===== src/rtl/ahbl_dma_master.sv =====
// Single-channel AHB-lite DMA master: copies count DW-wide words from src_addr to dst_addr.
// Latency: 4 cycles per word with zero-wait slaves (done 4N+1 cycles after start; 1 cycle for count=0).
// Backpressure: HREADY=0 holds the current address or data phase with all bus outputs frozen.
//
// Ports:
//   HCLK, HRESETn               clock, asynchronous active-low reset
//   start, src_addr, dst_addr,  copy request and its parameters, sampled only in IDLE
//   count
//   busy, done, remaining       status: copy in progress, one-cycle completion pulse, words left
//   HADDR/HTRANS/HWRITE/HSIZE/  AHB-lite master outputs (registered; HSIZE is constant)
//   HWDATA
//   HREADY, HRDATA              AHB-lite slave response
//   abort, aborted              stop request / abort status at done (AHBL_DMA_ABORT_EN only)
//
// Optional feature macro: AHBL_DMA_ABORT_EN adds the abort input and aborted output.
module ahbl_dma_master #(
    parameter int AW = 32,
    parameter int DW = 64            // 32 or 64 only
) (
    input  logic          HCLK,
    input  logic          HRESETn,
    input  logic          start,
    input  logic [AW-1:0] src_addr,
    input  logic [AW-1:0] dst_addr,
    input  logic [15:0]   count,
`ifdef AHBL_DMA_ABORT_EN
    input  logic          abort,
    output logic          aborted,
`endif
    output logic          busy,
    output logic          done,
    output logic [15:0]   remaining,
    output logic [AW-1:0] HADDR,
    output logic [1:0]    HTRANS,
    output logic          HWRITE,
    output logic [2:0]    HSIZE,
    output logic [DW-1:0] HWDATA,
    input  logic          HREADY,
    input  logic [DW-1:0] HRDATA
);

    localparam logic [1:0]    TR_IDLE   = 2'b00;
    localparam logic [1:0]    TR_NONSEQ = 2'b10;
    localparam logic [AW-1:0] STEP      = AW'(DW / 8);
    localparam logic [2:0]    SIZE      = (DW == 64) ? 3'b011 : 3'b010;

    typedef enum logic [2:0] {
        S_IDLE,
        S_RD_A,
        S_RD_D,
        S_WR_A,
        S_WR_D,
        S_DONE
    } state_t;

    state_t state, state_nxt;

    logic [AW-1:0] src_ptr, dst_ptr, src_nxt, dst_nxt;
    logic [DW-1:0] data_buf, buf_nxt;
    logic [15:0]   rem_nxt;
    logic          busy_nxt, done_nxt, hwrite_nxt;
    logic [1:0]    htrans_nxt;
    logic [AW-1:0] haddr_nxt;
    logic [DW-1:0] hwdata_nxt;

`ifdef AHBL_DMA_ABORT_EN
    logic abort_req, abort_req_nxt, abort_hit, aborted_nxt;
`endif

    assign HSIZE = SIZE;

    // Next-state and next-output logic. Every output register is loaded from
    // a value derived from state_nxt, so the bus signals are already correct
    // in the first cycle of each state.
    always_comb begin
        state_nxt = state;
        src_nxt   = src_ptr;
        dst_nxt   = dst_ptr;
        rem_nxt   = remaining;
        buf_nxt   = data_buf;
`ifdef AHBL_DMA_ABORT_EN
        // A stop request seen in the same cycle as the final beat still counts.
        abort_hit     = abort_req | abort;
        aborted_nxt   = 1'b0;
        abort_req_nxt = abort_req;
        if (state == S_DONE) begin
            abort_req_nxt = 1'b0;
        end else if (abort && (state inside {S_RD_A, S_RD_D, S_WR_A, S_WR_D})) begin
            abort_req_nxt = 1'b1;
        end
`endif

        case (state)
            S_IDLE: begin
                if (start) begin
                    src_nxt   = src_addr;
                    dst_nxt   = dst_addr;
                    rem_nxt   = count;
                    state_nxt = (count == 16'd0) ? S_DONE : S_RD_A;
                end
            end
            S_RD_A: begin
                if (HREADY) state_nxt = S_RD_D;
            end
            S_RD_D: begin
                if (HREADY) begin
                    buf_nxt   = HRDATA;
                    state_nxt = S_WR_A;
                end
            end
            S_WR_A: begin
                if (HREADY) state_nxt = S_WR_D;
            end
            S_WR_D: begin
                if (HREADY) begin
                    // Pointers wrap modulo 2^AW by plain truncation.
                    src_nxt = src_ptr + STEP;
                    dst_nxt = dst_ptr + STEP;
                    rem_nxt = remaining - 16'd1;
`ifdef AHBL_DMA_ABORT_EN
                    aborted_nxt = abort_hit;
                    state_nxt   = (rem_nxt == 16'd0 || abort_hit) ? S_DONE : S_RD_A;
`else
                    state_nxt   = (rem_nxt == 16'd0) ? S_DONE : S_RD_A;
`endif
                end
            end
            S_DONE: begin
                state_nxt = S_IDLE;
            end
            default: begin
                state_nxt = S_IDLE;
            end
        endcase

        busy_nxt   = state_nxt inside {S_RD_A, S_RD_D, S_WR_A, S_WR_D};
        done_nxt   = (state_nxt == S_DONE);
        htrans_nxt = (state_nxt inside {S_RD_A, S_WR_A}) ? TR_NONSEQ : TR_IDLE;
        hwrite_nxt = (state_nxt == S_WR_A);

        // HADDR only moves when an address phase begins; otherwise it holds.
        if (state_nxt == S_RD_A) begin
            haddr_nxt = src_nxt;
        end else if (state_nxt == S_WR_A) begin
            haddr_nxt = dst_nxt;
        end else begin
            haddr_nxt = HADDR;
        end

        // HWDATA is loaded once on entry to the write data phase and held
        // through any wait states.
        if (state == S_WR_A && state_nxt == S_WR_D) begin
            hwdata_nxt = data_buf;
        end else begin
            hwdata_nxt = HWDATA;
        end
    end

    always_ff @(posedge HCLK or negedge HRESETn) begin
        if (!HRESETn) begin
            state <= S_IDLE;
        end else begin
            state <= state_nxt;
        end
    end

    always_ff @(posedge HCLK or negedge HRESETn) begin
        if (!HRESETn) begin
            src_ptr   <= '0;
            dst_ptr   <= '0;
            data_buf  <= '0;
            remaining <= '0;
            busy      <= 1'b0;
            done      <= 1'b0;
            HADDR     <= '0;
            HTRANS    <= TR_IDLE;
            HWRITE    <= 1'b0;
            HWDATA    <= '0;
        end else begin
            src_ptr   <= src_nxt;
            dst_ptr   <= dst_nxt;
            data_buf  <= buf_nxt;
            remaining <= rem_nxt;
            busy      <= busy_nxt;
            done      <= done_nxt;
            HADDR     <= haddr_nxt;
            HTRANS    <= htrans_nxt;
            HWRITE    <= hwrite_nxt;
            HWDATA    <= hwdata_nxt;
        end
    end

`ifdef AHBL_DMA_ABORT_EN
    always_ff @(posedge HCLK or negedge HRESETn) begin
        if (!HRESETn) begin
            abort_req <= 1'b0;
            aborted   <= 1'b0;
        end else begin
            abort_req <= abort_req_nxt;
            aborted   <= aborted_nxt;
        end
    end
`endif

endmodule


===== config.mk =====
export PLATFORM = sky130hd
export DESIGN_NAME = ahbl_dma_master
export DESIGN_NICKNAME = d
export VERILOG_FILES = /design/src/rtl/ahbl_dma_master.sv
export SDC_FILE = /design/constraint.sdc
export NUM_CORES = 1
export LEC_CHECK = 0
export CAP_MARGIN = 20
export CORE_MARGIN = 10
export CORE_UTILIZATION = 55
export DETAILED_ROUTE_END_ITERATION = 8
export GPL_ROUTABILITY_DRIVEN = 0
export HOLD_SLACK_MARGIN = 0.12
export PLACE_DENSITY = 0.95
export SYNTH_ARGS = -nofsm -noshare
export SYNTH_HDL_FRONTEND = slang
export SYNTH_SLANG_ARGS = --single-unit

===== constraint.sdc =====
create_clock -name HCLK -period 4.8 [get_ports HCLK]
set_clock_uncertainty 0.05 [all_clocks]
set_input_delay 0.48 -clock HCLK [delete_from_list [all_inputs] [get_ports HCLK]]
set_output_delay 0.48 -clock HCLK [all_outputs]
set_load 0.005 [all_outputs]

==> results.md, run 1 <==
- Status: completed
- Worst rel slew slack: 30.5%
- ANT nets after route: 0
- Share of cells above drive strength 1: 15.5%
- Post-layout util: 73.2%
- DIE HEIGHT: 166 um
- Share of power burned in registers: 38.6%
- Clk network pwr share: 18.7%
- Hpwl dp: 27.4 mm
- Fillers: 1404
- Top_reg_cell synth: dfrtp_1
- I/O pin total: 268
- Num CTS Buffers: 26
- Switching share of power: 38.0%
- Final min period: 3.86 ns
- Drt first-iter violations: 1189
- Peak supply drop: 540 uV
- Internal: 6.70 mW
- Hold Crit Class: flop to flop
- Minimum hold slack: 0.427 ns
- CP max stage delay: 0.87 ns
- Layout Nets: 1460
- Post-route cell area: 15300 sq um
- Leak pwr: 6.37 nW
- CORE AREA: 21000 sq um
- Ys async rst share: 100%
- Cells along the critical path: buf_4 > a21oi_1 > nor2_1 > inv_2 > nand2b_1 > or2_1 > inv_4 > mux2_4
- Unrepaired setup endpoints after global routing: false
- # Max-Cap Violations: 0
- Htree depth: 1
- Drt drc: 0
- WL final: 39.4 mm
- Net Sw Power: 4.10 mW
- Slowest cell on crit path: or2_1
- # setup viols final: 0
- CTS clock-pin slew for the worst setup and hold paths: 0.07 ns
- Root buffer cell: clkbuf_16
- Startpoint Class: flop
- CP top delay family: simple AND/OR/NAND/NOR gates
- # rows: 53
- Number of global-route vias before repair: 10500
- TritonRoute pass-1 iters: 7
- Post-synth EDFFs: 0
- Max clock buf depth: 3
- GRT Util Overall: 27.4%
- Syn avg cell area: 10.9 sq um
- First-pass GRT wire length: 61.4 mm
- Hold Vio Cnt, Final: 0
- Pwr Density: 705 nW/um^2
- Gate power share: 42.6%
- Worst Path Buf+Inv: 3
- Total chip power: 10.8 mW
- Final setup TNS: 0 ns
- Vias: 10300
- Pin count of the biggest net entering global routing: 117
- CTS tree: yes
- Layout area overhead: 31.4%
- Initial Util: 55.7%
- Post-Syn Instances: 1073
- CP Class: flop to flop
- Cell Area, Synth: 11700 sq um
- Required @ worst endpoint: 5.16 ns
- Number of synthesized register bits: 247
- Synth cell types: 80
- Pins over their slew limit: 0
- Via density: 6.40
- IO buf count: 263
- Initial antenna violation count: 6
- Die span in x: 166 um
- CP arrival: 4.22 ns
- Clock sinks: 247
- Total congestion overflow: 0
- Latest clock arrival within the worst-skew pair: 0.53 ns
- Post-CTS Resized: 0
- Nature of the critical path endpoint: flop
- Seq/Total Area, Yosys: 53.0%
- Max FO, Critical Path: 46
- Ratio of final minimum period to clock period: 80.5%
- Tightest Pin Transition: 1.04 ns
- Placed cell areas: 14500 sq um
- DR WL/cell: 24.6 um
- Yosys warns: 0
- F_max: 259 MHz
- Die area: 27400 sq um
[cell type report]
cell class	count	area [sq um]	area share [%]
Tap cell	275	344	2.24
Inverter	17	66.3	0.433
Antenna cell	3	7.51	0.0490
Multi-Input combinational cell	735	5100	33.3
Clock buffer	38	757	4.94
Timing Repair Buffer	281	2790	18.2
Sequential cell	247	6180	40.3
Clock inverter	7	87.6	0.571
[state kept, by name, summed over array words and instances, names as in the netlist]
name,cells
busy,1
done,1
HADDR,32
dst_ptr,32
HWDATA,64
data_buf,64
HTRANS,1
remaining,16
HWRITE,1
state,3
src_ptr,32
[cell usage in the layout (no fill, tap or decap), types with 13 or more instances in the layout]
master           instances
a21oi_1                 53
a221o_1                 23
a22oi_1                 13
and3_1                  13
buf_4                   16
clkbuf_16               27
clkdlybuf4s50_1        262
dfrtp_1                246
inv_1                   14
mux2_2                 129
mux2i_1                 21
nand2_1                 93
nand3_1                 44
nand4_1                 23
nor2_1                  59
nor3_1                  20
nor4_1                  29
o21ai_0                 42
o22ai_1                 32
[power by group through the flow]
stage | sequential (mW) | clock (mW) | combinational (mW)
CTS | 4.13 | 2.05 | 4.59
detailed placement | 4.11 | 0 | 4.52
finish | 4.17 | 2.02 | 4.61
global route | 4.29 | 2.14 | 4.96
global placement | 4.03 | 0 | 4.33
floorplan | 3.79 | 0 | 2.70
[path summary, 6_finish.rpt]
| path | start | endpoint | slack, ns | depth (start not counted) |
|---|---|---|---|---|
| hold / removal | src_ptr[1] | src_ptr[1] | 0.43 | 2 |
| setup / recovery | state[2] | HADDR[31] | 0.94 | 8 |
| max in group asynchronous | HRESETn | data_buf[51] | 2.97 | 3 |
| hold reg to reg | src_ptr[1] | src_ptr[1] | 0.43 | 2 |
| min in group asynchronous | HRESETn | src_ptr[23] | 0.57 | 2 |
| setup reg to reg | state[2] | HADDR[31] | 0.94 | 8 |
[synth_stat cells, types with 13 or more instances]
master | number | area, sq um
dfrtp_1 | 247 | 6180
mux2_2 | 129 | 1450
nand2_1 | 93 | 349
nor2_1 | 62 | 233
clkbuf_1 | 55 | 206
a21oi_1 | 53 | 265
nand3_1 | 44 | 220
o21ai_0 | 42 | 210
o22ai_1 | 32 | 200
nor4_1 | 29 | 181
a221o_1 | 23 | 230
nand4_1 | 23 | 144
mux2i_1 | 21 | 210
nor3_1 | 21 | 105
inv_1 | 14 | 52.6
a22oi_1 | 13 | 97.6
and3_1 | 13 | 81.3
[metal layers]
layer | wire length [um] | vias to the layer above | track usage (%)
li1 | - | 4457 | -
met1 | 13800 | 4957 | 31.9
met2 | 18900 | 704 | 45.8
met3 | 5320 | 132 | 10.6
met4 | 1330 | 6 | 8.44
met5 | 35 | - | 0
[through the flow]
stage               instances  setup WS, ns
detailed placement       1554         0.700
finish                   1603         0.938
global placement         1554         0.951
floorplan                1075          1.93
global route             1602         0.797
CTS                      1600          1.10
[kinds of logic after synthesis]
kind of cell	share of synthesized area, %
adder cells (fa/ha/maj)	0.429
multiplexers	14.6
flip-flops	53.0
AND/OR/NAND/NOR	15.4
XOR/XNOR	0.225
buffers and inverters	3.55
other	0.0644
AO/OA/AOI/OAI	12.7
[tightest hold or removal path, cell delays in order, from the launching register on]
cell	delay, ns
dfrtp_1	0.33
nand2_1	0.05
nand2_1	0.07
[timing repair]
| action | 4_1_cts | 5_1_grt |
|---|---|---|
| hold buffers | 1 | 0 |
| buffers inserted | 0 | 0 |
| hold endpoints to repair | 114 | 0 |
No activity file was read; power rests on OpenSTA's default activity.
==> inputs of run 2 (changes only) <==
--- a/config.mk
+++ b/config.mk
@@ -7,11 +7,11 @@
 export LEC_CHECK = 0
 export CAP_MARGIN = 20
 export CORE_MARGIN = 10
-export CORE_UTILIZATION = 55
+export CORE_UTILIZATION = 51
 export DETAILED_ROUTE_END_ITERATION = 8
 export GPL_ROUTABILITY_DRIVEN = 0
 export HOLD_SLACK_MARGIN = 0.12
-export PLACE_DENSITY = 0.95
+export PLACE_DENSITY = 0.92
 export SYNTH_ARGS = -nofsm -noshare
 export SYNTH_HDL_FRONTEND = slang
 export SYNTH_SLANG_ARGS = --single-unit
==> constraint.sdc (replaced) <==
create_clock -name HCLK -period 3.59 [get_ports HCLK]
set_clock_uncertainty 0.05 [all_clocks]
set_input_delay 0.359 -clock HCLK [delete_from_list [all_inputs] [get_ports HCLK]]
set_output_delay 0.359 -clock HCLK [all_outputs]
set_load 0.005 [all_outputs]
==> run 2 against run 1 <==
Compared with the run above:
- sequential power grew 33%
- final cell count grew 1.6%
- core utilization shrank 4.5 points
- die area grew 6.9%
- highest routed layer unchanged
- routed wire length shrank 2.1%
- power grew 35%
- critical path depth grew 1
- critical path type unchanged
- sequential share of layout area shrank 0.44 points
- non-clock buffer count grew 13
==> results.md, run 2 (same netlist as run 1, synthesis figures left out) <==
- Worst Path Buf+Inv: 2
- Layout Nets: 1474
- Reg2reg start: remaining[1]
- Cells along the critical path: inv_1 > ha_1 > nor4b_1 > a32oi_1 > o2bb2ai_1 > and3_4 > or2_1 > inv_4 > mux2_4
- Placed cell areas: 14600 sq um
- Commonest non-fill, non-tap cell in the layout: clkdlybuf4s50_1
- Peak supply drop: 597 uV
- Pins over their slew limit: 0
- Startpoint Class: flop
- Clock sinks: 247
- CP top delay family: simple AND/OR/NAND/NOR gates
- Max FO, Critical Path: 13
- Hpwl dp: 27.4 mm
- Ratio of final minimum period to clock period: 92.8%
- Number of global-route vias before repair: 10300
- Share of cells above drive strength 1: 16.7%
- Post-route cell area: 15500 sq um
- Num CTS Buffers: 27
- CP arrival: 3.72 ns
- Worst rel slew slack: 41.4%
- TritonRoute pass-1 iters: 7
- Setup WS post-layout: 0.259 ns
- Unrepaired setup endpoints after global routing: false
- Root buffer cell: clkbuf_16
- DIE HEIGHT: 171 um
- Pwr Density: 943 nW/um^2
- Hold Crit Class: input pin to asynchronous set/reset pin
- Initial Util: 51.7%
- # Max-Cap Violations: 0
- GRT Util Overall: 25.7%
- Nature of the critical path endpoint: flop
- Post-Place Setup Slack: 0.377 ns
- Drt first-iter violations: 1425
- IO buf count: 263
- Final min period: 3.33 ns
- Latest clock arrival within the worst-skew pair: 0.56 ns
- Gate power share: 43.2%
- ANT nets after route: 0
- Minimum hold slack: 0.310 ns
- Clk network pwr share: 19.0%
- Die area: 29300 sq um
- Via density: 6.25
- First-pass GRT wire length: 59.4 mm
- Hold Vio Cnt, Final: 0
- Htree depth: 1
- Vias: 10200
- Net Sw Power: 5.55 mW
- # setup viols final: 0
- Status: completed
- CP max stage delay: 0.53 ns
- CP Class: flop to flop
- CTS clock-pin slew for the worst setup and hold paths: 0.07 ns
- Drt drc: 0
- Worst reg2reg endpoint: HADDR[31]
- Slowest cell on crit path: nor4b_1
- F_max: 300 MHz
- Total congestion overflow: 0
- Switching share of power: 38.0%
- Share of power burned in registers: 37.9%
- R2r setup slk: 0.26 ns
- Die span in x: 171 um
- Worst-case reg-to-reg path depth: 9
- Max clock buf depth: 3
- Most frequent cells in the layout: clkdlybuf4s50_1 (262), dfrtp_1 (246), mux2_2 (129)
- Internal: 9.07 mW
- Final setup TNS: 0 ns
- Initial antenna violation count: 4
- # rows: 55
- WL final: 38.6 mm
- Leak pwr: 6.45 nW
- CORE AREA: 22600 sq um
- CTS tree: yes
- Layout area overhead: 32.9%
- Required @ worst endpoint: 3.98 ns
- DR WL/cell: 23.7 um
- I/O pin total: 268
- Tightest Pin Transition: 0.879 ns
- Pin count of the biggest net entering global routing: 93
- Biggest regs: HWDATA (64), data_buf (64)
==> run 2: cell types whose count changed in the layout (fill, tap and decap cells not counted) <==
| cell | change |
|---|---|
| buf_4 | +11 |
| inv_16 | +1 |
| buf_12 | +2 |
| clkbuf_8 | -1 |
| clkinvlp_4 | +2 |
| clkinv_2 | +1 |
| clkbuf_1 | -2 |
| diode_2 | -1 |
| clkinv_4 | +2 |
==> run 2: power by group through the flow <==
stage	Combinational (mW)	Clock, mW	Sequential, mW
floorplan	3.61	0	5.07
global placement	5.96	0	5.41
detailed placement	6.18	0	5.50
CTS	6.26	2.81	5.50
global route	6.77	2.92	5.71
finish	6.31	2.77	5.53
==> run 2: final cells by class <==
class | instances | area (sq um)
diodes | 2 | 5.00
clock buffers | 35 | 736
clock inverters | 13 | 145
fillers | 1580 | 7070
inverters | 17 | 66.3
multi-input cells | 735 | 5100
flip-flops and latches | 247 | 6180
well taps | 285 | 357
repair buffers | 294 | 2910
==> run 2: per-stage QoR <==
stage                     utilization, %  power, mW  cells
after floorplan                        -       8.68   1075
after global placement              64.7       11.4   1576
after detailed placement            64.7       11.7   1577
after CTS                           68.6       14.6   1626
after global routing                68.6       15.4   1626
final                               68.7       14.6   1628
==> run 2: worst max path at each step <==
stage / endpoint / cells past startpoint / slack, ns / from
after floorplan: HADDR[22] / 12 / 0.72 / remaining[0]
after global placement: HADDR[27] / 8 / 0.50 / HREADY
after detailed placement: HADDR[31] / 9 / 0.38 / remaining[0]
after CTS: HADDR[31] / 9 / 0.37 / remaining[1]
after global routing: HADDR[31] / 9 / 0.004 / remaining[0]
final: HADDR[31] / 9 / 0.26 / remaining[1]
==> run 2: routing by layer <==
metal	share of wire, %	global-route usage, %
met5	0.11	0
met4	4.3	9.94
met3	14	11.5
met2	46	41.0
met1	36	29.9
==> run 2: worst reg2reg max path, delay by kind of cell (launching register included) <==
family | cells | cell delay (ns)
flops | 1 | 0.45
simple gates | 3 | 1.39
buf+inv | 2 | 0.21
mux | 1 | 0.31
compound gates | 2 | 0.47
fa+ha+maj | 1 | 0.37
==> run 2: timing repair <==
action,CTS,global route
hold buffers,1,0
buffers inserted,0,0
endpoints found under the hold margin,70,0
setup endpoints to repair,0,0
gates resized for setup,0,0
